**config.mk**
```make
export PLATFORM = sky130hd
export DESIGN_NAME = down_counter_timer
export DESIGN_NICKNAME = d
export VERILOG_FILES = /design/src/rtl/down_counter_timer.sv
export SDC_FILE = /design/constraint.sdc
export NUM_CORES = 1
export LEC_CHECK = 0
export ABC_CLOCK_PERIOD_IN_PS = 4000
export CAP_MARGIN = 20
export CORE_MARGIN = 2
export CORE_UTILIZATION = 25
export CTS_CLUSTER_DIAMETER = 200
export CTS_CLUSTER_SIZE = 10
export DETAILED_ROUTE_END_ITERATION = 8
export SYNTH_ARGS = -nofsm -noshare
export SYNTH_HDL_FRONTEND = slang
export SYNTH_SLANG_ARGS = --single-unit
export TNS_END_PERCENT = 5
```
**constraint.sdc**
```tcl
create_clock -name clk -period 4 [get_ports clk]
set_clock_uncertainty 0.2 [all_clocks]
set_input_delay 1 -clock clk [delete_from_list [all_inputs] [get_ports clk]]
set_output_delay 1 -clock clk [all_outputs]
set_load 0.05 [all_outputs]
```
**src/rtl/down_counter_timer.sv**
```systemverilog
// -----------------------------------------------------------------------------
// down_counter_timer
//
// Programmable N-bit down-counting timer. A start command loads a value and a
// mode. Each count-enable tick then decrements the count. A tick that arrives
// while the count is already 0 raises a one-cycle underflow. In that cycle the
// timer either reloads the start value (periodic mode) or parks in DONE
// (one-shot mode). The counter never wraps through zero; the underflow path
// takes the place of the wrap.
//
// Parameters
//   N            counter width in bits
//
// Ports
//   clk          rising-edge clock
//   rst_n        asynchronous active-low reset
//   i_start      load i_value / i_periodic and enter RUN
//   i_value      start value (sampled only with i_start)
//   i_periodic   1 = auto-reload, 0 = one-shot (sampled only with i_start)
//   i_decrease   count-enable tick
//   i_stop       abort: clear the count and return to IDLE
//   o_value      current count (the count register itself)
//   o_underflow  combinational, 1 when a tick is consumed at count 0 in RUN
//   o_busy       1 while in RUN
//   o_done       1 while in DONE
//
// Command priority within a cycle: i_stop > i_start > i_decrease.
// -----------------------------------------------------------------------------
module down_counter_timer #(
   parameter int N = 4
) (
   input  logic         clk,
   input  logic         rst_n,
   input  logic         i_start,
   input  logic [N-1:0] i_value,
   input  logic         i_periodic,
   input  logic         i_decrease,
   input  logic         i_stop,
   output logic [N-1:0] o_value,
   output logic         o_underflow,
   output logic         o_busy,
   output logic         o_done
);

   localparam logic [1:0] ST_IDLE = 2'd0;
   localparam logic [1:0] ST_RUN  = 2'd1;
   localparam logic [1:0] ST_DONE = 2'd2;

   logic [1:0]   state, state_nxt;
   logic [N-1:0] cnt, cnt_nxt;
   logic [N-1:0] reload, reload_nxt;
   logic         periodic, periodic_nxt;

   logic         tick_taken;
   logic         cnt_zero;

   // A tick counts only in RUN and only when no higher-priority command
   // (stop or start) claims the cycle.
   assign tick_taken  = (state == ST_RUN) && i_decrease && !i_stop && !i_start;
   assign cnt_zero    = (cnt == '0);
   assign o_underflow = tick_taken && cnt_zero;

   // -------------------------------------------------------------------------
   // Next-state logic
   // -------------------------------------------------------------------------
   always_comb begin
      // NOTE: every signal gets a hold value first, so no path through the
      // case/if tree leaves one unassigned and infers a latch.
      state_nxt    = state;
      cnt_nxt      = cnt;
      reload_nxt   = reload;
      periodic_nxt = periodic;

      if (i_stop) begin
         cnt_nxt   = '0;
         state_nxt = ST_IDLE;
      end else if (i_start) begin
         cnt_nxt      = i_value;
         reload_nxt   = i_value;
         periodic_nxt = i_periodic;
         state_nxt    = ST_RUN;
      end else begin
         case (state)
            ST_RUN: begin
               if (i_decrease) begin
                  if (!cnt_zero) begin
                     cnt_nxt = cnt - N'(1);
                  end else if (periodic) begin
                     // Underflow in periodic mode: restart from the loaded value.
                     cnt_nxt = reload;
                  end else begin
                     // Underflow in one-shot mode: the count is already 0, so it stays.
                     state_nxt = ST_DONE;
                  end
               end
            end
            ST_IDLE, ST_DONE: begin
               // Ticks are ignored; only start or stop leaves these states.
            end
            default: begin
               state_nxt = ST_IDLE;
               cnt_nxt   = '0;
            end
         endcase
      end
   end

   // -------------------------------------------------------------------------
   // State registers
   // -------------------------------------------------------------------------
   always_ff @(posedge clk or negedge rst_n) begin
      if (!rst_n) begin
         state    <= ST_IDLE;
         cnt      <= '0;
         reload   <= '0;
         periodic <= 1'b0;
      end else begin
         // NOTE: non-blocking assignments let every register sample the values
         // from before this edge, whatever order the statements are listed in.
         state    <= state_nxt;
         cnt      <= cnt_nxt;
         reload   <= reload_nxt;
         periodic <= periodic_nxt;
      end
   end

   assign o_value = cnt;
   assign o_busy  = (state == ST_RUN);
   assign o_done  = (state == ST_DONE);

endmodule

```
### Word level (Yosys, flattened, before mapping)

Cells that the tools add are included.

| cells by class | value |
|---|---|
| $add $sub $neg | 1 |
| equal/unequal tests | 7 |
| multiplexer cells | 12 |
| bitwise logic cells | 1 |
| reduce and logical (&&, ||, !) cells | 12 |

Operators by type and width:

| cell | number |
|---|---|
| $mux W4 | 5 |
| $mux W2 | 5 |
| $ne A4 B4 Y1 const B | 2 |
| $pmux W4 S2 | 1 |
| $ne A5 B5 Y1 const B | 1 |
| $logic_and A1 B1 Y1 | 4 |
| $logic_not A4 Y1 | 1 |
| $ne A4 B3 Y1 const B | 1 |
| $pmux W2 S2 | 1 |
| $reduce_and A4 Y1 | 1 |
| $sub A4 B1 Y4 const B | 1 |
| $ne A3 B3 Y1 const B | 1 |
| $reduce_and A3 Y1 | 1 |
| $eq A2 B1 Y1 const B | 1 |
| $eq A2 B2 Y1 const B | 1 |
| $logic_not A1 Y1 | 2 |
| $logic_not A2 Y1 | 1 |
| $reduce_and A2 Y1 | 1 |
| $reduce_or A2 Y1 | 1 |
| $not A1 Y1 | 1 |

| word-level totals | value |
|---|---|
| flip-flop bits (word level) | 11 |
| input port bits | 10 |
| word-level logic and storage cells | 37 |

### Longest topological paths before layout

| logic depth | value |
|---|---|
| depth after elaboration | 6 |
| depth in mapped cells | 5 |

### Worst setup path after synthesis

Ideal clock, no wire load.

| path | value |
|---|---|
| path kind | input -> output |
| start | in i_start |
| end | out o_underflow |
| arrival time | 2.191 ns |
| slack | 0.609 ns |
| stages | 2 |
| path buffers | 0 |
| cells stage by stage | or4b_4 > nor2_1 |

| on the way | value |
|---|---|
| longest elaborated chain between the ends | 3 |

RTL lines:

| item | line | text |
|---|---|---|
| start: declaration | 34 | `input logic i_start,` |
| $logic_not A1 Y1 | 59 | `assign tick_taken = (state == ST_RUN) && i_decrease && !i_stop && !i_start;` |
| $logic_and A1 B1 Y1 | 59 |  |
| $logic_and A1 B1 Y1 | 61 | `assign o_underflow = tick_taken && cnt_zero;` |
| end: declaration | 40 | `output logic o_underflow,` |

No other way between the ends.

### Worst setup path in the final report

Same ends and word-level chain as after synthesis.

==> results.toml <==
[status]
status = "finished, final reports clean"

[cts]
hold_buffers = 0
worstSkewPairLatency_ps = 270
cts_buffers = 3
clock_sinks = 11
cts-resized-gates = 0
cts_buffer_depth = 2
clk_pin_slew_ps = 70
cts_root_buf = "clkbuf_4"
htree_levels = 1
cts_tree = "yes"
post_cts_buffers = 0

[global_routing]
grt_use_total = 0.114
grt_max_degree = 13
grt_pass1_vias = 640
grt_pass1_wl_mm = 2.90
antenna_found_initial = 0
grt_overflow = 0

[worst_setup_path]
r2r_cells = 5
cp.required_ps = 2800
path_cells = "clkdlybuf4s50_1 -> or4b_4 -> nor2_1 -> buf_12"
crit_fanout = 7
cp-start-kind = "input port"
cp.depth = 4
critPathArrivalTime_ps = 2460
r2r_setup_slack_ps = 1900
crit_slowest_cell = "or4b_4"
critPathMaxStageDelay_ps = 570
startpoint = "i_start"
setup.worst_path.end_class = "output pin"
crit_end = "o_underflow"
worstReg2RegStart = "o_value[0]"
critical_path.top_delay_family = "simple AND/OR/NAND/NOR gates"
critPathBufInv = 2
critPathKind = "in -> out"
r2r_end = "o_value[3]"

[die]
die_w_um = 56.6
start_util = 0.258
core_area_um2 = 2690
chipHeight_um = 56.6
die_area_um2 = 3200
rows = 19
io-pin-count = 17

[final_layout]
stdcell_count = 124
area_delta_synth_final_pct = 32.7
antenna_cells = 0
layout_commonest_cell = "nand2_1"
layout.nets = 106
final_cell_mix = "nand2_1, clkdlybuf4s50_1, dfrtp_1"
final_core_util = 0.342
drive_above_1_share = 0.0860

[sta]
rsz0062_at_grt = "no"
fin_crit_sh = 0.914
max_freq_mhz = 274
tightest_slew_ps = 513
hold_violations = 0
setup_viol = 0
tns_ps = 0
relSlewSlack = 0.657
holdWs_ps = 288
slew_viol_final = 0
min_period_ps = 3660
worst_slack_ps = 344

[min_path]
hp-start = "reload[1]"
hp-class = "reg -> reg"

[synth]
synthXorXnorAreaFrac = 0.0127
muxShareOfSynthArea = 0
syn_area_um2 = 692
synth_cell_types = 33
synth_warnings = 0
synthAdderAreaFrac = 0.0362
synth-seq-cells = 11
synth_top_family_by_area = "simple AND/OR/NAND/NOR gates"
synth_compound_area_frac = 0.195
avgSynthCellArea_um2 = 9.23
syn_nets = 87
synth_cells = 75
synth-simple-area-share = 0.318
seq_area_frac_synth = 0.398

[place]
pre_cts_ws_ps = 343
portBuffers = 16
post-dp-hpwl_mm = 1.25
dp_cells = 120
globalplace.congestion = 0.770

[route]
viasPerCell = 5.13
wl_per_cell_um = 13.4
drt_iter0_drc = 18
via_count = 636
first_pass_iters = 5
drt_wl_total_mm = 1.66
drcViolationCount = 0
detail-route-antenna-nets = 0

[power]
vdd_drop_max_mv = 0.184
p_leak_nw = 0.375
power_density_nw_per_um2 = 339

[job]
maxCapViolCount = 0
## layer usage
metal	part of all wire	track usage	up-vias
met3	0.046	0.0207	2
met1	0.49	0.163	302
li1	-	-	318
met5	0	0	-
met2	0.46	0.166	14
met4	0.0036	0.0510	0
## worst reg2reg max path, cell delays in order (launching register included)
cell and delay (ps):
dfrtp_1 440, inv_1 100, ha_1 290, or4b_4 530
a311o_1 360, o311ai_1 70
## worst min-delay path by stage
stage / cells after the start / end / slack (ps)
6_report: 2 / reload[1] / 290
5_1_grt: 2 / reload[3] / 330
4_1_cts: 2 / reload[1] / 290
3_5_place_dp: 2 / reload[2] / 260
3_3_place_gp: 2 / reload[1] / 260
2_1_floorplan: 2 / reload[3] / 240
## report_power, final
group | leakage, nW | switching [mW] | internal [mW]
clock network | 0.0150 | 0.0382 | 0.0386
logic | 0.220 | 0.0539 | 0.0426
registers | 0.140 | 0.0156 | 0.122
total | 0.375 | 0.108 | 0.204
## flip-flops by register name, summed over array words and instances, names as in the netlist
| register | cells |
|---|---|
| o_value | 4 |
| reload | 4 |
| state | 2 |
| periodic | 1 |
## synth_stat cells
cell type  number  area share
inv_1           5       0.027
nand4bb_1       1       0.016
a311o_1         1       0.014
buf_2           1      0.0072
o22ai_1         1      0.0090
nor4_1          1      0.0090
clkbuf_1        1      0.0054
nor4b_1         1       0.013
or4b_1          2       0.029
and3b_2         1       0.014
nand2b_1        2       0.018
o21ai_1         1      0.0072
xor2_1          1       0.013
nand2_1        16       0.087
a31o_1          1       0.013
nor2_1          2       0.011
o311ai_1        1       0.013
a311oi_1        2       0.025
a31oi_1         3       0.027
nand3b_1        1       0.011
nor3b_1         2       0.022
nor2b_1         3       0.027
a21oi_1         2       0.014
o31ai_1         1       0.011
or4b_2          1       0.014
or4b_4          2       0.040
o21a_1          1       0.011
o2111ai_1       2       0.025
a211o_1         1       0.013
dfrtp_1        11        0.40
nand3_1         1      0.0072
ha_1            2       0.036
o31a_1          1       0.013
## cells by family after synthesis
| logic type | count (synthesis) |
|---|---|
| AO/OA/AOI/OAI | 18 |
| flip-flops | 11 |
| buffers and inverters | 7 |
| AND/OR/NAND/NOR | 36 |
| XOR/XNOR | 1 |
| adder cells (fa/ha/maj) | 2 |
## layout make-up
type	count	area [um2]
fill	285	1770
multi-input combinational	57	389
sequential	11	275
timing repair buffer	16	170
tap	31	38.8
clock buffer	4	26.3
inverter	5	18.8
## stage by stage
| step | instance area (um2) | total power, mW |
|---|---|---|
| floorplan | 692 | 0.200 |
| global placement | 892 | 0.235 |
| detailed placement | 892 | 0.236 |
| CTS | 918 | 0.316 |
| global route | 918 | 0.332 |
| finish | 918 | 0.311 |
Power figures use the tool's default switching activity.
